File: config.mk
export PLATFORM = sky130hd
export DESIGN_NAME = timer_apb_ctrl_flat
export DESIGN_NICKNAME = d
export VERILOG_FILES = /design/src/rtl/timer_apb_ctrl_if.sv /design/src/rtl/timer_apb_ctrl.sv /design/src/flat_wrapper.sv
export SDC_FILE = /design/constraint.sdc
export NUM_CORES = 1
export LEC_CHECK = 0
export BUFFER_PORTS_ARGS = -buffer_cell sky130_fd_sc_hd__buf_2
export CORE_UTILIZATION = 49
export CTS_CLUSTER_DIAMETER = 40
export DETAILED_ROUTE_END_ITERATION = 16
export GPL_TIMING_DRIVEN = 0
export PLACE_DENSITY = 0.81
export SLEW_MARGIN = 20
export SYNTH_ARGS = -nofsm -noshare
export SYNTH_HDL_FRONTEND = slang
export SYNTH_SLANG_ARGS = --single-unit
File: constraint.sdc
create_clock -name clk -period 1.5 [get_ports clk]
set_input_delay 0 -clock clk [delete_from_list [all_inputs] [get_ports clk]]
set_output_delay 0 -clock clk [all_outputs]
set_load 0.1 [all_outputs]
File: src/rtl/timer_apb_ctrl_if.sv
// APB bus bundle for the timer controller: requester drives select/address/data,
// the timer returns ready, read data and error.
interface timer_apb_ctrl_if;
    logic        psel;
    logic        penable;
    logic        pwrite;
    logic [11:0] paddr;
    logic [31:0] pwdata;
    logic        pready;
    logic [31:0] prdata;
    logic        pslverr;

    modport master (
        output psel, penable, pwrite, paddr, pwdata,
        input  pready, prdata, pslverr
    );

    modport slave (
        input  psel, penable, pwrite, paddr, pwdata,
        output pready, prdata, pslverr
    );
endinterface

File: src/rtl/timer_apb_ctrl.sv
// APB register front-end of a 64-bit timer: control/compare registers, coherent
// counter read-back, compare-match interrupt and debug halt request.
module timer_apb_ctrl (
    input  logic                   clk,
    input  logic                   rst_n,
    timer_apb_ctrl_if.slave        apb,
    input  logic                   dbg_mode,
    input  logic [63:0]            counter,
    output logic [3:0]             div_val,
    output logic                   div_en,
    output logic                   timer_en,
    output logic                   halt_req,
    output logic [31:0]            wr_data,
    output logic                   tdr0_wr_en,
    output logic                   tdr1_wr_en,
    output logic                   tim_int
);
    localparam logic [1:0] S_IDLE   = 2'd0;
    localparam logic [1:0] S_SETUP  = 2'd1;
    localparam logic [1:0] S_ACCESS = 2'd2;

    localparam logic [9:0] A_TCR   = 10'd0;
    localparam logic [9:0] A_TDR0  = 10'd1;
    localparam logic [9:0] A_TDR1  = 10'd2;
    localparam logic [9:0] A_TCMP0 = 10'd3;
    localparam logic [9:0] A_TCMP1 = 10'd4;
    localparam logic [9:0] A_TIER  = 10'd5;
    localparam logic [9:0] A_TISR  = 10'd6;
    localparam logic [9:0] A_THCSR = 10'd7;

    logic [1:0]  state_q, state_d;
    logic        timer_en_q, timer_en_d, div_en_q, div_en_d;
    logic [3:0]  div_val_q, div_val_d;
    logic [31:0] tcmp0_q, tcmp0_d, tcmp1_q, tcmp1_d;
    logic        int_en_q, int_en_d, int_st_q, int_st_d, halt_en_q, halt_en_d;
    logic [31:0] shadow_q, shadow_d;
    logic        match_q, match_d;
    logic        pready_q, pready_d, pslverr_q, pslverr_d;
    logic [31:0] prdata_q, prdata_d, wr_data_q, wr_data_d;
    logic        tdr0_q, tdr0_d, tdr1_q, tdr1_d;

    logic [9:0]  addr_s;
    logic        mapped_s, tcr_bad_s, err_s, commit_s, match_rise_s, halt_req_s;
    logic [31:0] rdata_s;
    logic        unused_paddr_s;

    assign addr_s         = apb.paddr[11:2];
    assign unused_paddr_s = ^apb.paddr[1:0];
    assign mapped_s       = (addr_s <= A_THCSR);
    assign halt_req_s     = halt_en_q & dbg_mode;
    // While running, only the enable bit may be toggled; divider fields are frozen.
    assign tcr_bad_s      = timer_en_q & ((apb.pwdata[1] != div_en_q) || (apb.pwdata[11:8] != div_val_q));
    assign err_s          = ~mapped_s | (apb.pwrite & (addr_s == A_TCR) & tcr_bad_s);
    assign commit_s       = (state_q == S_ACCESS) & apb.psel & apb.pwrite & ~pslverr_q;
    assign match_d        = timer_en_q & (counter == {tcmp1_q, tcmp0_q});
    assign match_rise_s   = match_d & ~match_q;

    // APB phase sequencing
    always_comb begin
        state_d = S_IDLE;
        case (state_q)
            S_IDLE:   state_d = (apb.psel & ~apb.penable) ? S_SETUP : S_IDLE;
            S_SETUP:  state_d = S_ACCESS;
            S_ACCESS: state_d = (apb.psel & ~apb.penable) ? S_SETUP : S_IDLE;
            default:  state_d = S_IDLE;
        endcase
    end

    // Read data multiplexer
    always_comb begin
        rdata_s = 32'd0;
        case (addr_s)
            A_TCR:   rdata_s = {20'd0, div_val_q, 6'd0, div_en_q, timer_en_q};
            A_TDR0:  rdata_s = counter[31:0];
            A_TDR1:  rdata_s = shadow_q;
            A_TCMP0: rdata_s = tcmp0_q;
            A_TCMP1: rdata_s = tcmp1_q;
            A_TIER:  rdata_s = {31'd0, int_en_q};
            A_TISR:  rdata_s = {31'd0, int_st_q};
            A_THCSR: rdata_s = {30'd0, halt_req_s, halt_en_q};
            default: rdata_s = 32'd0;
        endcase
    end

    // Response, counter-load strobe and shadow capture, launched so they are live in ACCESS
    always_comb begin
        pready_d  = 1'b0;
        pslverr_d = 1'b0;
        prdata_d  = 32'd0;
        tdr0_d    = 1'b0;
        tdr1_d    = 1'b0;
        wr_data_d = wr_data_q;
        shadow_d  = shadow_q;
        if (state_q == S_SETUP) begin
            pready_d  = 1'b1;
            pslverr_d = err_s;
            if (apb.pwrite) begin
                tdr0_d = (addr_s == A_TDR0);
                tdr1_d = (addr_s == A_TDR1);
                if ((addr_s == A_TDR0) || (addr_s == A_TDR1)) begin
                    wr_data_d = apb.pwdata;
                end else begin
                    wr_data_d = wr_data_q;
                end
            end else begin
                prdata_d = err_s ? 32'd0 : rdata_s;
                if (addr_s == A_TDR0) begin
                    shadow_d = counter[63:32];
                end else begin
                    shadow_d = shadow_q;
                end
            end
        end else begin
            pready_d = 1'b0;
        end
    end

    // Register write commit at the end of ACCESS; a set from a match outranks W1C
    always_comb begin
        timer_en_d = timer_en_q;
        div_en_d   = div_en_q;
        div_val_d  = div_val_q;
        tcmp0_d    = tcmp0_q;
        tcmp1_d    = tcmp1_q;
        int_en_d   = int_en_q;
        halt_en_d  = halt_en_q;
        if (commit_s) begin
            case (addr_s)
                A_TCR: begin
                    timer_en_d = apb.pwdata[0];
                    div_en_d   = apb.pwdata[1];
                    div_val_d  = apb.pwdata[11:8];
                end
                A_TCMP0: tcmp0_d   = apb.pwdata;
                A_TCMP1: tcmp1_d   = apb.pwdata;
                A_TIER:  int_en_d  = apb.pwdata[0];
                A_THCSR: halt_en_d = apb.pwdata[0];
                default: timer_en_d = timer_en_q;
            endcase
        end else begin
            timer_en_d = timer_en_q;
        end
        if (match_rise_s) begin
            int_st_d = 1'b1;
        end else if (commit_s && (addr_s == A_TISR) && apb.pwdata[0]) begin
            int_st_d = 1'b0;
        end else begin
            int_st_d = int_st_q;
        end
    end

    // State and register storage
    always_ff @(posedge clk or negedge rst_n) begin
        if (!rst_n) begin
            state_q    <= S_IDLE;
            timer_en_q <= 1'b0;
            div_en_q   <= 1'b0;
            div_val_q  <= 4'd0;
            tcmp0_q    <= 32'hFFFF_FFFF;
            tcmp1_q    <= 32'hFFFF_FFFF;
            int_en_q   <= 1'b0;
            int_st_q   <= 1'b0;
            halt_en_q  <= 1'b0;
            shadow_q   <= 32'd0;
            match_q    <= 1'b0;
            pready_q   <= 1'b0;
            pslverr_q  <= 1'b0;
            prdata_q   <= 32'd0;
            wr_data_q  <= 32'd0;
            tdr0_q     <= 1'b0;
            tdr1_q     <= 1'b0;
        end else begin
            state_q    <= state_d;
            timer_en_q <= timer_en_d;
            div_en_q   <= div_en_d;
            div_val_q  <= div_val_d;
            tcmp0_q    <= tcmp0_d;
            tcmp1_q    <= tcmp1_d;
            int_en_q   <= int_en_d;
            int_st_q   <= int_st_d;
            halt_en_q  <= halt_en_d;
            shadow_q   <= shadow_d;
            match_q    <= match_d;
            pready_q   <= pready_d;
            pslverr_q  <= pslverr_d;
            prdata_q   <= prdata_d;
            wr_data_q  <= wr_data_d;
            tdr0_q     <= tdr0_d;
            tdr1_q     <= tdr1_d;
        end
    end

    assign apb.pready  = pready_q;
    assign apb.pslverr = pslverr_q;
    assign apb.prdata  = prdata_q;
    assign timer_en    = timer_en_q;
    assign div_en      = div_en_q;
    assign div_val     = div_val_q;
    assign wr_data     = wr_data_q;
    assign tdr0_wr_en  = tdr0_q;
    assign tdr1_wr_en  = tdr1_q;
    assign halt_req    = halt_req_s;
    assign tim_int     = int_st_q & int_en_q;
endmodule
File: src/flat_wrapper.sv
// flat-port wrapper written by rule: the top's interface ports become plain ports
module timer_apb_ctrl_flat 
  (clk, rst_n, dbg_mode, counter, div_val, div_en, timer_en, halt_req, wr_data, tdr0_wr_en, tdr1_wr_en, tim_int, apb_psel, apb_penable, apb_pwrite, apb_paddr, apb_pwdata, apb_pready, apb_prdata, apb_pslverr);
  timer_apb_ctrl_if apb_i ();
  input  logic clk;
  input  logic rst_n;
  input  logic dbg_mode;
  input  logic [63:0] counter;
  output logic [3:0] div_val;
  output logic div_en;
  output logic timer_en;
  output logic halt_req;
  output logic [31:0] wr_data;
  output logic tdr0_wr_en;
  output logic tdr1_wr_en;
  output logic tim_int;
  input wire logic [$bits(apb_i.psel)-1:0] apb_psel;
  input wire logic [$bits(apb_i.penable)-1:0] apb_penable;
  input wire logic [$bits(apb_i.pwrite)-1:0] apb_pwrite;
  input wire logic [$bits(apb_i.paddr)-1:0] apb_paddr;
  input wire logic [$bits(apb_i.pwdata)-1:0] apb_pwdata;
  output wire logic [$bits(apb_i.pready)-1:0] apb_pready;
  output wire logic [$bits(apb_i.prdata)-1:0] apb_prdata;
  output wire logic [$bits(apb_i.pslverr)-1:0] apb_pslverr;
  assign apb_i.psel = apb_psel;
  assign apb_i.penable = apb_penable;
  assign apb_i.pwrite = apb_pwrite;
  assign apb_i.paddr = apb_paddr;
  assign apb_i.pwdata = apb_pwdata;
  assign apb_pready = apb_i.pready;
  assign apb_prdata = apb_i.prdata;
  assign apb_pslverr = apb_i.pslverr;
  timer_apb_ctrl u_core (.clk(clk), .rst_n(rst_n), .apb(apb_i), .dbg_mode(dbg_mode), .counter(counter), .div_val(div_val), .div_en(div_en), .timer_en(timer_en), .halt_req(halt_req), .wr_data(wr_data), .tdr0_wr_en(tdr0_wr_en), .tdr1_wr_en(tdr1_wr_en), .tim_int(tim_int));
endmodule
# Yosys cells after proc, flatten, opt, wreduce, memory -nomap -nowiden
# Index checks and enable logic that the tools add are counted.
# Widths: inputs -> output; s select.
# word_totals
regBits	176
latchBits	0
ram_bits	0
romBits	0
inputBits	114
out_inout_bits	76
elab_cells	76
mem_count	0
# classes
n_addsub	0
n_mul	0
n_div	0
magnitude_cmp	1
eq_ne	12
n_shift	0
n_mux	14
bitwise_logic	17
n_reduce_logical	15
# op_table
operator	n
$pmux 32 s8	1
$mux 32	3
$eq 64x64->1	1
$eq 10x3->1 const B	4
$eq 10x2->1 const B	2
$and 1x1->1	11
$eq 10x1->1 const B	1
$le 10x3->1 const B	1
$logic_not 10->1	1
$reduce_and 2->1	5
$mux 1	9
$reduce_and 3->1	2
$not 1->1	5
$ne 4x4->1	1
$pmux 2 s2	1
$eq 2x1->1 const B	1
$eq 2x2->1 const B	1
$logic_and 1x1->1	2
$logic_not 2->1	1
$logic_or 1x1->1	2
$reduce_bool 2->1	1
$reduce_or 2->1	1
$ne 1x1->1	1
$or 1x1->1	1

# Longest topological paths before layout
# depth
ltp_word	8
mapped_depth	7
mapped_depth_nobuf	5

# Worst setup path after synthesis
# Ideal clock, no wire load.
# synth_path
kind	flip-flop to flip-flop
from	reg, netlist name u_core.apb.pready
to	reg u_core.wr_data_q[12], in the netlist u_core.wr_data[12]
setup_ns	0.126
t_arrival_ns	2.185
required_ns	1.374
slack_ns	-0.811
path_stages_with_launch	6
path_buffers	1
synth_period_minus_slack_ns	2.311
path_cell_list	dfrtp_1 nand2b_1 inv_1 nand4_1 clkbuf_1 mux2_2
# synth_lines
item	line_no	text
end signal, assigned	timer_apb_ctrl.sv:187	wr_data_q <= wr_data_d;
end, declared	timer_apb_ctrl.sv:39	logic [31:0] prdata_q, prdata_d, wr_data_q, wr_data_d;

# Worst setup path in the final report
# layout_path
from	reg u_core.tcmp1_q[30]
to	reg u_core.int_st_q
# layout_via
elab_chain_cells	4
word_cells_on_any_way	5
classes_between	1 x eq/ne; 1 x mux; 2 x bitwise; 1 x reduce/logical
# layout_lines
item	line_no	text
start, declared	timer_apb_ctrl.sv:34	logic [31:0] tcmp0_q, tcmp0_d, tcmp1_q, tcmp1_d;
start signal, assigned	timer_apb_ctrl.sv:178	tcmp1_q <= tcmp1_d;
$eq 64x64->1 (*)	timer_apb_ctrl.sv:55	assign match_d = timer_en_q & (counter == {tcmp1_q, tcmp0_q});
$and 1x1->1 (*)	timer_apb_ctrl.sv:55	
$and 1x1->1 (*)	timer_apb_ctrl.sv:56	assign match_rise_s = match_d & ~match_q;
$mux 1 or $reduce_bool 2->1 (tied branches)	n/a	
end signal, assigned	timer_apb_ctrl.sv:180	int_st_q <= int_st_d;
end, declared	timer_apb_ctrl.sv:35	logic int_en_q, int_en_d, int_st_q, int_st_d, halt_en_q, halt_en_d;
# Mark *: on every way between the ends. The rest lies on a longest branch, timed or not.
# A chain may end at the register's enable or synchronous reset.

==> flow_summary.ini <==
[outcome]
outcome = finished, violations left
violations = negative setup slack

[drt]
totalWireLength_mm = 32.5
wl_met2_mm = 15.5
drt-wirelength-per-cell_um = 27.3
vias = 7433
drc = 0
wl_met1_mm = 11.7
drt-initial-drc-count = 993
firstDrtPassIters = 7
ant_nets = 0
wl_met3_mm = 3.30
viasPerCell = 6.25
dr.max_layer_used = met4

[yosys]
ys_top_cells_by_count = mux2_2 (127), dfrtp_1 (111), dfstp_2 (64), xnor2_1 (42), nor2_1 (37)
synth_nets = 735
syn_avg_cell_area_um2 = 13.2
synth_area_leader_cell = dfrtp_1
synth_seq_area_share = 0.544
async_reset_ff_frac = 1.00
synth_warnings = 0
synth_top_area_frac = 0.339
netlist_area_um2 = 8190
synth.most_common_cell = mux2_2
yosys_register_bits = 175
synth_edf_count = 0
synthFlopType = dfrtp_1
synth_area_leaders = dfrtp_1 (34%), dfstp_2 (21%), mux2_2 (17%)
syn_inst = 621
yosysUniqueCellTypes = 44

[global_routing]
grt_usage = 0.343
grt_pass1_wl_mm = 44.5
grt_max_degree = 62
antenna_found_initial = 0
grt_pass1_vias = 7749
grt-ovfl-total = 0

[floorplanning]
dieArea_um2 = 17200
die_w_um = 131
core-area_um2 = 16100
die_h_um = 131
placementRows = 46
start_util = 0.508
ios = 190

[placed_design]
io_buffers = 187
postPlaceCellArea_um2 = 9550
dp.final_hpwl_mm = 16.4
place_ws_ns = -0.713
routabilityCongestion = 0.921

[worst_hold_path]
worstHoldPathType = in2reg

[power_and_ir_drop]
swShare = 0.234
p_seq_frac = 0.443
peakVddDrop_mv = 0.808
p_int_w = 0.00822
comb_power_share = 0.092
netSwitchingPower_w = 0.00252
clkPwrFrac = 0.465
power.leakage_nw = 5.77
p_per_area_nw_per_um2 = 856

[clocking]
clk_path_buf_depth = 2
htreeDepth = 4
clock_latency_ns = 0.44
cts_made_buffers = 17
cts_tree = done
root_buffer = clkbuf_16
cts_sinks = 175
clk_pin_slew_ns = 0.07

[setup_path]
cpMostUsedCell = nand4_1
cp_cell_sequence = xnor2_2 -> nand4_1 -> nor4_2 -> nand4_1 -> o31ai_2
cp-end-kind = flop
required_ns = 1.84
cp_slowest_cell = dfstp_2
cp.arrival_ns = 2.42
slowest_delay_ns = 0.57
cp_max_fo = 2
start_kind = flop
critPathKind = reg2reg

[layout]
regArea_um2 = 4470
fillerInstances = 846
multi_input_area_um2 = 4220
design_area_um2 = 12500
final_nets = 1075
diodes = 0
syn2layout_area_growth_pct = 53.2
drive_gt1_frac = 0.594

[run]
drv_cap = 0

[timing]
timing.fmax_ghz = 0.482
setup_tns_ns = -27.22
fin_ws_ns = -0.575
skew_ns = 0.0134
max_slew_margin = 0.522
fin_crit_sh = 1.38
setup_violations = 169
rsz0062_at_grt = true
maxSlewViolCount = 0
worstMarginPinSlew_ns = 0.717
finalCriticalPeriod_ns = 2.07
hold_viol_final = 0
[worst max-delay path: cells and delay by family (launching register included)]
kind / cells / cell delay [ns]
DFF: 1 / 0.57
AOI/OAI and AO/OA: 1 / 0.31
xor gates and xnor gates: 1 / 0.18
and+or+nand+nor: 3 / 0.92
[layout by cell type (no fill, tap or decap), drive strengths merged, types with 13 or more instances in the layout]
| cell | netlist | final |
|---|---|---|
| a222oi | 26 | 26 |
| buf | 21 | 239 |
| clkbuf | 12 | 37 |
| dfrtp | 111 | 111 |
| dfstp | 64 | 64 |
| dlygate4sd3 | 0 | 100 |
| inv | 13 | 13 |
| mux2 | 163 | 163 |
| nor2 | 37 | 37 |
| xnor2 | 42 | 42 |
[layer usage]
metal	up-vias	GRT usage
met3	185	0.0845
met2	630	0.566
met4	0	0.180
met5	-	0
met1	3676	0.417
li1	2942	-
[cell families (layout without fill, tap and decap cells)]
kind of cell	Yosys count	after routing	synth area share
XOR/XNOR	54	54	0.0577
buffers and inverters	46	399	0.0277
flip-flops	175	175	0.544
AO/OA/AOI/OAI	61	61	0.0613
multiplexers	170	170	0.233
AND/OR/NAND/NOR	115	115	0.0762
[cell type report]
class,instances,share of cell area
flip-flops and latches,175,0.357
multi-input cells,400,0.336
repair buffers,326,0.204
clock buffers,22,0.0370
plain buffers,28,0.0260
well taps,216,0.0215
clock inverters,10,0.0147
inverters,13,0.00389
[power by group through the flow]
stage | Clock [W] | Sequential, W | Combinational, W
3_3_place_gp | 0 | 0.00484 | 0.000626
4_1_cts | 0.00490 | 0.00476 | 0.000902
2_1_floorplan | 0 | 0.00490 | 0.000173
3_5_place_dp | 0 | 0.00484 | 0.000654
5_1_grt | 0.00517 | 0.00476 | 0.00103
6_report | 0.00500 | 0.00476 | 0.000987
[path summary, 6_finish.rpt]
kind | start | end | slack [ns] | depth (start not counted)
hold reg to reg | u_core.wr_data[8] | u_core.wr_data[8] | 0.50 | 1
min in group asynchronous | rst_n | u_core.apb.prdata[8] | 0.08 | 2
setup / recovery | u_core.tcmp1_q[30] | u_core.int_st_q | -0.57 | 5
setup reg to reg | u_core.tcmp1_q[30] | u_core.int_st_q | -0.57 | 5
hold / removal | apb_paddr[4] | u_core.tdr0_wr_en | 0.07 | 4
max in group asynchronous | rst_n | u_core.tcmp0_q[23] | 0.39 | 4
[metrics by stage]
stage / instances / hold WS (ns) / util / total power [W]
floorplan: 621 / -0.296 / - / 0.00507
global placement: 1024 / 0.158 / 0.588 / 0.00546
finish: 1190 / 0.0688 / 0.779 / 0.0107
CTS: 1184 / 0.00205 / 0.753 / 0.0106
detailed placement: 1026 / -0.0487 / 0.592 / 0.00549
global route: 1190 / 0.0661 / 0.779 / 0.0110
[timing repair]
| action | 4_1_cts | 5_1_grt |
|---|---|---|
| cloned | 8 | 5 |
| setup buffers | 22 | 10 |
| hold buffers | 98 | 2 |
| gates resized for setup | 141 | 110 |
| endpoints found under the setup margin | 166 | 170 |
| pin swaps | 17 | 8 |
| hold endpoints to repair | 260 | 2 |
[registers in the layout, summed over array words and instances, names as in the netlist, 4 cells and up]
name / flops
u_core.tcmp0_q: 32
u_core.div_val: 4
u_core.wr_data: 32
u_core.apb.prdata: 32
u_core.shadow_q: 32
u_core.tcmp1_q: 32
No activity file was read; power rests on OpenSTA's default activity.
